===== src/rtl/imem_loader.sv =====
// imem_loader: writer side of the instruction memory.
// Receives a length-prefixed byte stream over valid/ready, packs bytes MSB
// first into 32-bit words and drives the memory write port, holding the CPU
// while a load is in progress.
// Optional feature: define IMEM_LOADER_CHECKSUM_EN to append an XOR checksum
// byte that is verified in a CHECK state before reporting done.
module imem_loader #(
  parameter int DEPTH  = 1024,
  parameter int ADDR_W = 10
) (
  input  logic              clk,
  input  logic              rst,
  input  logic              start,
  input  logic [7:0]        rx_data,
  input  logic              rx_valid,
  output logic              rx_ready,
  output logic              mem_we,
  output logic [ADDR_W-1:0] mem_waddr,
  output logic [31:0]       mem_wdata,
  output logic              cpu_hold,
  output logic              busy,
  output logic              done,
  output logic              error,
  output logic [ADDR_W:0]   words_written
);

  typedef enum logic [2:0] {
    S_IDLE   = 3'd0,
    S_LEN_HI = 3'd1,
    S_LEN_LO = 3'd2,
    S_DATA   = 3'd3,
    S_WRITE  = 3'd4,
    S_DONE   = 3'd5,
    S_ERROR  = 3'd6
`ifdef IMEM_LOADER_CHECKSUM_EN
    , S_CHECK = 3'd7
`endif
  } state_t;

  localparam logic [ADDR_W-1:0] IDX_ONE = 1;
  localparam logic [ADDR_W:0]   WW_ONE  = 1;

  state_t              state_q, state_d;
  logic [15:0]         len_q, len_d;
  logic [1:0]          byte_cnt_q, byte_cnt_d;
  logic [31:0]         word_q, word_d;
  logic [ADDR_W-1:0]   widx_q, widx_d;
  logic [ADDR_W:0]     ww_q, ww_d;
  logic [ADDR_W-1:0]   waddr_q, waddr_d;
  logic [31:0]         wdata_q, wdata_d;
  logic [15:0]         len_new;
  logic [ADDR_W:0]     ww_inc;
  logic                hs;
`ifdef IMEM_LOADER_CHECKSUM_EN
  logic [7:0]          csum_q, csum_d;
`endif

  assign hs      = rx_valid & rx_ready;
  assign len_new = {len_q[15:8], rx_data};
  assign ww_inc  = ww_q + WW_ONE;

  // Output decode from the current state and the write-port registers
  always_comb begin
    rx_ready = (state_q == S_LEN_HI) || (state_q == S_LEN_LO) || (state_q == S_DATA)
`ifdef IMEM_LOADER_CHECKSUM_EN
               || (state_q == S_CHECK)
`endif
               ;
    busy          = !((state_q == S_IDLE) || (state_q == S_DONE) || (state_q == S_ERROR));
    cpu_hold      = busy;
    done          = (state_q == S_DONE);
    error         = (state_q == S_ERROR);
    mem_we        = (state_q == S_WRITE);
    mem_waddr     = waddr_q;
    mem_wdata     = wdata_q;
    words_written = ww_q;
  end

  // Next-state and datapath update
  always_comb begin
    state_d    = state_q;
    len_d      = len_q;
    byte_cnt_d = byte_cnt_q;
    word_d     = word_q;
    widx_d     = widx_q;
    ww_d       = ww_q;
    waddr_d    = waddr_q;
    wdata_d    = wdata_q;
`ifdef IMEM_LOADER_CHECKSUM_EN
    csum_d     = csum_q;
`endif
    case (state_q)
      S_IDLE, S_DONE, S_ERROR: begin
        if (start) begin
          state_d    = S_LEN_HI;
          len_d      = '0;
          byte_cnt_d = '0;
          widx_d     = '0;
          ww_d       = '0;
`ifdef IMEM_LOADER_CHECKSUM_EN
          csum_d     = '0;
`endif
        end
      end
      S_LEN_HI: begin
        if (hs) begin
          len_d[15:8] = rx_data;
          state_d     = S_LEN_LO;
        end
      end
      S_LEN_LO: begin
        if (hs) begin
          len_d = len_new;
          if (32'(len_new) > 32'(DEPTH)) begin
            state_d = S_ERROR;
          end else if (len_new == 16'd0) begin
`ifdef IMEM_LOADER_CHECKSUM_EN
            state_d = S_CHECK;
`else
            state_d = S_DONE;
`endif
          end else begin
            state_d = S_DATA;
          end
        end
      end
      S_DATA: begin
        if (hs) begin
          word_d     = {word_q[23:0], rx_data};
          byte_cnt_d = byte_cnt_q + 2'd1;
`ifdef IMEM_LOADER_CHECKSUM_EN
          csum_d     = csum_q ^ rx_data;
`endif
          if (byte_cnt_q == 2'd3) begin
            waddr_d = widx_q;
            wdata_d = {word_q[23:0], rx_data};
            state_d = S_WRITE;
          end
        end
      end
      S_WRITE: begin
        widx_d = widx_q + IDX_ONE;
        ww_d   = ww_inc;
        if (32'(ww_inc) == 32'(len_q)) begin
`ifdef IMEM_LOADER_CHECKSUM_EN
          state_d = S_CHECK;
`else
          state_d = S_DONE;
`endif
        end else begin
          state_d = S_DATA;
        end
      end
`ifdef IMEM_LOADER_CHECKSUM_EN
      S_CHECK: begin
        if (hs) begin
          state_d = (rx_data == csum_q) ? S_DONE : S_ERROR;
        end
      end
`endif
      default: state_d = S_IDLE;
    endcase
  end

  // State and datapath registers, synchronous active-high reset
  always_ff @(posedge clk) begin
    if (rst) begin
      state_q    <= S_IDLE;
      len_q      <= '0;
      byte_cnt_q <= '0;
      word_q     <= '0;
      widx_q     <= '0;
      ww_q       <= '0;
      waddr_q    <= '0;
      wdata_q    <= '0;
`ifdef IMEM_LOADER_CHECKSUM_EN
      csum_q     <= '0;
`endif
    end else begin
      state_q    <= state_d;
      len_q      <= len_d;
      byte_cnt_q <= byte_cnt_d;
      word_q     <= word_d;
      widx_q     <= widx_d;
      ww_q       <= ww_d;
      waddr_q    <= waddr_d;
      wdata_q    <= wdata_d;
`ifdef IMEM_LOADER_CHECKSUM_EN
      csum_q     <= csum_d;
`endif
    end
  end

endmodule

===== config.mk =====
export PLATFORM = sky130hd
export DESIGN_NAME = imem_loader
export DESIGN_NICKNAME = d
export VERILOG_FILES = /design/src/rtl/imem_loader.sv
export SDC_FILE = /design/constraint.sdc
export NUM_CORES = 1
export LEC_CHECK = 0
export BUFFER_PORTS_ARGS = -buffer_cell sky130_fd_sc_hd__buf_2
export CORE_ASPECT_RATIO = 1.1
export CORE_UTILIZATION = 25
export CTS_BUF_LIST = sky130_fd_sc_hd__clkbuf_8
export DETAILED_ROUTE_END_ITERATION = 12
export GPL_TIMING_DRIVEN = 0
export PLACE_DENSITY = 0.4
export SLEW_MARGIN = 20
export SYNTH_ARGS = -nofsm -noshare
export SYNTH_HDL_FRONTEND = slang
export SYNTH_SLANG_ARGS = --single-unit

===== constraint.sdc =====
create_clock -name clk -period 2.2 [get_ports clk]
set_input_delay 0.44 -clock clk [delete_from_list [all_inputs] [get_ports clk]]
set_output_delay 0.44 -clock clk [all_outputs]
set_load 0.1 [all_outputs]

# Word level (Yosys, flattened, before mapping)
# Cells that the tools add are included.
[word_totals]
regBits = 108
latch_bits = 0
ramBits = 0
romBits = 0
word_cells = 68
n_memories = 0
[classes]
addsub = 3
multipliers = 0
div = 0
n_lt_le_gt_ge = 1
n_eq_ne = 13
shifts = 0
muxes = 21
bitwise = 2
n_reduce_logical = 19
[op_table]
columns = ["cell", "count"]
rows = [
  ["3-bit two-way mux", 8],
  ["8-bit case mux with 3 select lines", 1],
  ["11-bit case mux with 2 select lines", 1],
  ["10-bit case mux with 2 select lines", 1],
  ["11-bit by 16-bit equality test with 1-bit output", 1],
  ["16-bit by 11-bit > comparator with 1-bit output, second input constant", 1],
  ["16-bit zero test", 1],
  ["16-bit two-way mux", 1],
  ["8-bit two-way mux", 2],
  ["8-bit case mux with 2 select lines", 1],
  ["3-bit case mux with 5 select lines", 1],
  ["11-bit by 1-bit adder with 11-bit output, second input constant", 1],
  ["11-bit two-way mux", 1],
  ["10-bit by 1-bit adder with 10-bit output, second input constant", 1],
  ["10-bit two-way mux", 1],
  ["3-bit equality test, second input constant", 3],
  ["3-bit AND reduction", 3],
  ["2-bit != test, second input constant", 4],
  ["2-bit nonzero test", 4],
  ["3-bit by 2-bit equality test with 1-bit output, second input constant", 2],
  ["5-bit AND reduction", 1],
  ["1-bit logical OR", 4],
  ["2-bit two-way mux", 2],
  ["2-bit case mux with 2 select lines", 1],
  ["other kinds (11)", 12],
]

# Depth between registers and ports, before layout
[logic_depth]
word_depth = 6
mapped_depth = 8
ltp_nobuf = 7

# Least setup slack after synthesis
# OpenSTA, ideal clock, no wires.
[synth_timing]
kind = "flip-flop to output port"
startpoint = "reg state_q[2]"
endpoint = "out done"
t_arrival_ps = 2586
required_time_ps = 1760
slack_ps = -826
stages_incl_launch_ff = 3
cell_sequence = "dfxtp_1 -> inv_2 -> nor3_1"
[synth_between]
elab_chain_len = 1
[synth_lines]
columns = ["item", "line_no", "text"]
rows = [
  ["from (decl)", "43", "state_t state_q, state_d;"],
  ["from (signal assigned)", "180", "state_q <= state_d;"],
  ["3-bit equality test", "71", "done = (state_q == S_DONE);"],
  ["to (decl)", "22", "output logic done,"],
]
# No other way between the ends.

# Final worst setup path
[layout_timing]
startpoint = "reg state_q[1]"
endpoint = "out mem_we"
[layout_between]
elab_chain_len = 1
[layout_lines]
columns = ["item", "line_no", "text"]
rows = [
  ["3-bit equality test", "73", "mem_we = (state_q == S_WRITE);"],
  ["to (decl)", "17", "output logic mem_we,"],
]
# No other way between the ends.

==> summary.md <==
| Metric | Value |
|---|---|
| Status | `finished clean` |
| Die width | `132 um` |
| Initial Utilization | `25.8%` |
| Placed insts | `902` |
| CTS root buf | `clkbuf_8` |
| Highest achievable clock rate | `470 MHz` |
| Slowest CP cell | `dfxtp_1` |
| Final Worst Setup Slack | `70.2 ps` |
| Ports | `71` |
| Hold buffers post-CTS | `0` |
| Total number of vias | `4292` |
| Clock Sinks | `108` |
| EDFF count, synth | `0` |
| R2R setup slack | `160 ps` |
| Maximum clock path buffer count | `2` |
| Post-route ant nets | `0` |
| Maxcap violations | `0` |
| Core area | `17900 um^2` |
| DR iter-0 viols | `237` |
| Crit path cell chain | `buf_4 -> nor2b_4 -> nand2_2 -> inv_4 -> buf_8 -> buf_12` |
| Worst R2R Start | `words_written[0]$_SDFFE_PP0P_` |
| Max IR drop VDD | `408 uV` |
| Crit path DAT | `1690 ps` |
| Via/cell ratio | `4.68` |
| Setup repair bufs after CTS | `0` |
| FF+latch count, synth | `108` |
| CP startpoint kind | `flop` |
| Detailed Routing Iterations Pass 1 | `4` |
| # H-tree levels | `3` |
| # resized after CTS | `12` |
| Min-Delay Path Depth | `3` |
| Area Overhead vs Synth | `19.9%` |
| Final setup vio count | `0` |
| Hold endpoint | `mem_wdata[7]$_SDFFE_PP0P_` |
| Finished Layout Cells | `917` |
| Pins over their slew limit | `0` |
| Mapped Cells | `596` |
| Sequential area share after synthesis | `46.8%` |
| Setup crit end kind | `primary output` |
| Vias in the first global route | `4060` |
| Worst relative slew slack | `36.6%` |
| CTS clk-pin slew, worst paths | `110 ps` |
| PwrDens | `815 nW/um^2` |
| Crit Path Category | `reg -> out` |
| First-pass GRT wire length | `22.0 mm` |
| GP Congestion | `0.790` |
| Syn Area/Cell | `7.75 um^2` |
| Nets | `690` |
| Final period util | `96.8%` |
| Layout cells sized above 1 | `19.6%` |
| Fin crit period | `2130 ps` |
| Total track usage | `14.9%` |
| Hold Crit Class | `in -> reg` |
| # DRC | `0` |
| Die Footprint | `19000 um^2` |
| Top_reg_cell synth | `dfxtp_1` |
| DP Wirelength | `10.2 mm` |
| Slew @ Worst Pin | `943 ps` |
| TritonCTS clock tree | `done` |
| Unique cell type count in the Yosys netlist | `54` |
| Worst reg2reg endpoint | `state_q[2]$_SDFFE_PP0P_` |
| Number of port buffers | `68` |
| Routed wire per std cell | `15.0 um` |
| Die H | `145 um` |
| Clock Latency Late Sink | `390 ps` |
| Largest net degree at the start of global routing | `19` |
| Total wire length | `13.8 mm` |
| Endpoints failing hold | `0` |
| Antenna diodes | `0` |
| Overflow after GRT | `0` |
| Commonest non-fill, non-tap cell in the layout | `nand2_1` |
| Most frequent cells in the layout | `165 x nand2_1, 99 x a21oi_1, 99 x dfxtp_1` |
| Worst Setup Slack post-DPL | `-137 ps` |
| Crit path max fanout | `10` |
| Synthesized net count | `611` |
| Post-synth ARST share | `0%` |
| Required time of the critical path | `1760 ps` |
| Mapped Area | `4620 um^2` |
| FF-to-FF path depth | `8` |
| Worst clock skew | `20.3 ps` |
| # rows | `51` |
| CP max stage delay | `370 ps` |
| Synth warnings | `0` |
| Hold_sp | `rx_data[7]` |
| Clock buffer count from CTS | `9` |
| Leak pwr | `2.04 nW` |
| Initial antenna violation count | `0` |
[cells by family (layout without fill, tap and decap cells)]
| logic type | Yosys count | in the layout | share of synthesized area (%) |
|---|---|---|---|
| AOI/OAI and AO/OA | 142 | 142 | 17.4 |
| xor gates and xnor gates | 17 | 17 | 3.23 |
| adders and majority gates | 3 | 3 | 0.813 |
| buffers and inverters | 48 | 131 | 4.69 |
| DFF | 108 | 108 | 46.8 |
| muxes | 4 | 4 | 0.894 |
| and+or+nand+nor | 274 | 274 | 26.2 |
[worst max path at each step]
stage	startpoint	to	slack, ps
after CTS	state_q[1]$_SDFFE_PP0P_	mem_we	9
after global routing	state_q[1]$_SDFFE_PP0P_	mem_we	-7
after detailed placement	rst	words_written[6]$_SDFFE_PP0P_	-140
after floorplan	state_q[2]$_SDFFE_PP0P_	done	5
final	state_q[1]$_SDFFE_PP0P_	mem_we	70
after global placement	rst	words_written[1]$_SDFFE_PP0P_	-170
[report_power, final]
part | internal (mW) | switching, mW | total, mW
clock | 0.452 | 0.726 | 1.18
combinational | 0.320 | 0.950 | 1.27
sequential | 2.01 | 0.0507 | 2.06
total | 2.78 | 1.73 | 4.51
[cell type report]
cell class / instances / area [um^2]
buffer: 41 / 203
clock buffer: 10 / 138
clock inverter: 5 / 42.5
fill: 1976 / 12300
inverter: 7 / 28.8
multi-input combinational: 440 / 2280
sequential: 108 / 2170
tap: 238 / 298
timing repair buffer: 68 / 367
[state kept, by name, indices dropped and copies added (netlist names)]
register	count
len_q	16
words_written	11
byte_cnt_q	2
state_q	3
widx_q	10
word_q	24
mem_wdata	32
mem_waddr	10
[critical path, delay by kind of cell, from the launching register on]
| family | cells | cell delay (ps) |
|---|---|---|
| flip-flops | 1 | 370 |
| AND/OR/NAND/NOR | 2 | 260 |
| buffers and inverters | 4 | 680 |
[cells in the mapped netlist, types with 2 or more instances]
cell      instances  area (um^2)
a21o_1            2         15.0
a21oi_1          99          495
a311oi_1          4         35.0
a31oi_1           2         12.5
and2_1            3         18.8
and3_1            8         50.1
and3_2            2         15.0
buf_2            18         90.1
buf_4             3         22.5
clkbuf_1         18         67.6
clkbuf_2          2         10.0
dfxtp_1         108         2160
ha_1              3         37.5
inv_1             4         15.0
inv_2             3         11.3
mux2i_1           3         30.0
nand2_1         166          623
nand2b_1          2         12.5
nand3_1          27          135
nand3b_1          3         22.5
nand4_1           2         12.5
nor2_1           30          113
nor2b_1           5         31.3
nor3_1           11         55.1
nor4_1            5         31.3
o211ai_1          3         22.5
o21ai_0          13         65.1
o21bai_1          2         15.0
o22ai_1           2         12.5
o31ai_1           2         15.0
or3_1             3         18.8
xnor2_1           9         78.8
xor2_1            8         70.1
[metrics by stage]
step	util, %	power [mW]	TNS [ps]	area (um^2)	hold slack, ps
after floorplan	-	3.02	0	4640	432
after global placement	29.6	3.30	-1410	5280	441
after detailed placement	29.6	3.31	-1490	5280	443
after CTS	30.8	4.54	0	5500	336
after global routing	31.0	4.76	-6.91	5530	350
final	31.0	4.51	0	5530	357
[layer usage]
layer	part of all wire, %	up-vias	track usage (%)
met5	0	-	0
met2	46	66	24.4
met3	3.5	13	2.66
met4	1.2	0	4.65
met1	49	2025	19.8
li1	-	2188	-
Note: power is estimated with default switching activity, not from simulation.
